==> src/rtl/uart_sat_counter.sv <==
// Saturating event counter; clear beats a same-cycle increment.
// Updates one clk after i_inc/i_clr; never stalls.
module uart_sat_counter #(
    parameter int W = 8
) (
    input  logic         i_clk,
    input  logic         i_rst,
    input  logic         i_inc,
    input  logic         i_clr,
    output logic [W-1:0] o_count
);

    logic [W-1:0] r_count;

    always_ff @(posedge i_clk) begin
        if (i_rst || i_clr) begin
            r_count <= '0;
        end else if (i_inc && (r_count != {W{1'b1}})) begin
            r_count <= r_count + 1'b1;
        end
    end

    assign o_count = r_count;

endmodule

==> config.mk <==
export PLATFORM = sky130hd
export DESIGN_NAME = uart_sat_counter
export DESIGN_NICKNAME = d
export VERILOG_FILES = /design/src/rtl/uart_sat_counter.sv
export SDC_FILE = /design/constraint.sdc
export NUM_CORES = 1
export LEC_CHECK = 0
export BUFFER_PORTS_ARGS = -buffer_cell sky130_fd_sc_hd__buf_4
export CAP_MARGIN = 20
export CORE_AREA = 2 2 39 41
export DETAILED_ROUTE_END_ITERATION = 10
export DIE_AREA = 0 0 41 43
export GPL_TIMING_DRIVEN = 0
export SLEW_MARGIN = 20
export SYNTH_ARGS = -nofsm -noshare
export SYNTH_HDL_FRONTEND = slang
export SYNTH_SLANG_ARGS = --single-unit
==> constraint.sdc <==
create_clock -name i_clk -period 1.58 [get_ports i_clk]
set_input_delay 0.316 -clock i_clk [delete_from_list [all_inputs] [get_ports i_clk]]
set_output_delay 0.316 -clock i_clk [all_outputs]
set_load 0.005 [all_outputs]
==> flow_metrics.env <==
export IMPL_worst_setup_path_type="flip-flop to flip-flop"
export IMPL_drt_iter0_markers=5
export IMPL_synth_top_area_share_pct=38.0
export IMPL_std_cell_rows=14
export IMPL_fp_dieH_microns=43
export IMPL_clk_pin_slew_ps=50
export IMPL_grt_pass1_vias=361
export IMPL_final_hold_violation_count=0
export IMPL_end_kind="flip-flop"
export IMPL_fin_tns_setup_ps=0
export IMPL_cts_sinks=8
export IMPL_antenna_found_initial=0
export IMPL_synthTopCellsByArea="dfxtp_1 38%, mux2i_1 9.5%, nand2_1 6.2%"
export IMPL_num_io_pins=12
export IMPL_max_stage_delay_ps=400
export IMPL_total_power_mw=0.385
export IMPL_cp_required_ps=1720
export IMPL_cts_root_buf="clkbuf_4"
export IMPL_worstHoldPathType="input port to flip-flop"
export IMPL_holdWs_ps=258
export IMPL_syn_num_nets=53
export IMPL_die_area_sq_mm=0.00176
export IMPL_path_cells="ha_2 > nand3_1 > or4_1 > and3_1"
export IMPL_grt_max_degree=9
export IMPL_globalRouteMet3Util_pct=3.14
export IMPL_synth_top_family_by_area="simple AND/OR/NAND/NOR gates"
export IMPL_grt_pass1_wl_microns=1390
export IMPL_crit_family="simple AND/OR/NAND/NOR gates"
export IMPL_cts_tree="yes"
export IMPL_coreArea_sq_mm=0.00138
export IMPL_layout_drive_gt1_share_pct=32.3
export IMPL_rsz0062_at_grt="no"
export IMPL_htree_levels=1
export IMPL_hold_buffers=0
export IMPL_wirelength_microns=893
export IMPL_wl_per_cell_microns=11.4
export IMPL_p_leak_nw=0.232
export IMPL_clockBufferDepth=2
export IMPL_dp_hpwl_microns=669
export IMPL_port_buffers=11
export IMPL_vias=404
export IMPL_fin_crit_ps=1450
export IMPL_cap_violations=0
export IMPL_fmax_mhz=690
export IMPL_grt_total_usage_pct=12.1
export IMPL_synthAdderAreaFrac_pct=2.97
export IMPL_area_growth_pct=30.3
export IMPL_cp_max_fo=5
export IMPL_start_kind="flip-flop"
export IMPL_fin_area_sq_um=549
export IMPL_vias_per_cell=5.18
export IMPL_ys_ff_latch=8
export IMPL_power_density_mw_per_mm2=700
export IMPL_synth_area_per_cell_sq_um=8.78
export IMPL_synth_area_leader_cell="dfxtp_1"
export IMPL_top_usage_layer="met2"
export IMPL_crit_slowest_cell="or4_1"
export IMPL_max_slew_margin_pct=67.3
export IMPL_status="complete, no violations"
export IMPL_critPathBufInv=0
export IMPL_setup_ws_ps=131
export IMPL_clk_latency_ps=250
export IMPL_synth_compound_area_share_pct=13.6
export IMPL_drv_slew=0
export IMPL_synth_area_mux_share_pct=9.50
export IMPL_use_met2_pct=16.6
export IMPL_placed_area_sq_um=524
export IMPL_ir_worst_vdd_uv=307
export IMPL_synth_cell_types=23
export IMPL_firstDrtPassIters=3
export IMPL_synthSimpleGateAreaFrac_pct=33.8
export IMPL_ys_seq_area_share_pct=38.0
export IMPL_largest_reg_flops=8
export IMPL_worst_slew_pin_slew_ps=488
export IMPL_synthesis_area_sq_um=422
export IMPL_finalCritPeriodShare_pct=91.7
export IMPL_numCtsBuffers=3
export IMPL_initial_core_util_pct=30.5
export IMPL_gp_congestion=0.748
export IMPL_use_met1_pct=14.8
export IMPL_postRouteAntennaNets=0
export IMPL_drc=0
export IMPL_die_w_microns=41
export IMPL_overflow=0
export IMPL_pre_cts_ws_ps=127
export IMPL_cp_data_arrival_time_ps=1590
export IMPL_yosys_warnings=0
export IMPL_synth_xor_area_share_pct=0
export IMPL_skew_ps=0.633
export IMPL_setup_viol=0
export IMPL_antennaDiodeCount=0
export IMPL_syn_instance_count=48
export IMPL_final_nets=69
-- Yosys cell counts, drive strengths merged --
library cell,count
o21ai,1
nor4,1
o2111ai,1
a21boi,2
nor2,1
a21oi,5
nand4,2
or4,1
nand3,2
and2,1
dfxtp,8
and3,2
mux2i,4
ha,1
and4,2
buf,1
inv,1
nand2,7
and3b,2
or3,3
-- cells by family after synthesis --
family | count (synthesis)
compound gates | 9
fa+ha+maj | 1
buf+inv | 2
flops | 8
mux | 4
simple gates | 24
-- report_power, final --
group | internal [mW] | total, mW | switching [mW]
Sequential | 0.204 | 0.206 | 0.00210
Clock | 0.0868 | 0.155 | 0.0680
Combinational | 0.0128 | 0.0241 | 0.0113
-- layer usage --
layer  part of all wire, %  up-vias
li1                      -      212
met1                    48      184
met2                    46        6
met3                   3.0        2
met4                   2.2        0
met5                     0        -
-- through the flow --
step                utilization (%)  instances
detailed placement             37.9         75
floorplan                         -         48
global route                   39.7         78
global placement               37.9         75
CTS                            39.5         78
finish                         39.7         78
-- path summary, 6_finish.rpt --
| kind | from | endpoint | slack (ps) | cells past startpoint |
|---|---|---|---|---|
| min | i_clr | o_count[2]$_SDFFE_PP0P_ | 260 | 2 |
| max reg2reg | o_count[0]$_SDFFE_PP0P_ | o_count[6]$_SDFFE_PP0P_ | 130 | 4 |
| max | o_count[0]$_SDFFE_PP0P_ | o_count[6]$_SDFFE_PP0P_ | 130 | 4 |
| min reg2reg | o_count[1]$_SDFFE_PP0P_ | o_count[1]$_SDFFE_PP0P_ | 490 | 2 |
-- layout by cell type (no fill, tap or decap), drive strengths merged, types with 2 or more instances in the layout --
cell type,Yosys,final
nand3,2,2
nand2,7,7
or3,3,3
buf,1,12
mux2i,4,4
a21boi,2,2
dfxtp,8,8
and3b,2,2
and4,2,2
a21oi,5,5
and3,2,2
nand4,2,2
clkbuf,0,3
-- layout make-up --
type	instances	area, sq um
multi-input combinational	38	255
buffer	1	5.00
inverter	1	3.75
timing repair buffer	11	82.6
clock buffer	3	22.5
fill	146	835
tap	16	20.0
sequential	8	160
-- worst register-to-register path: stages (launching register included) --
cell and delay (ps):
dfxtp_1 390, ha_2 240, nand3_1 120, or4_1 400, and3_1 190
-- what timing repair did --
action	in CTS	in global routing
setup endpoints to repair	0	1
setup buffers	0	0
resized for setup	0	1
Power figures use the tool's default switching activity.
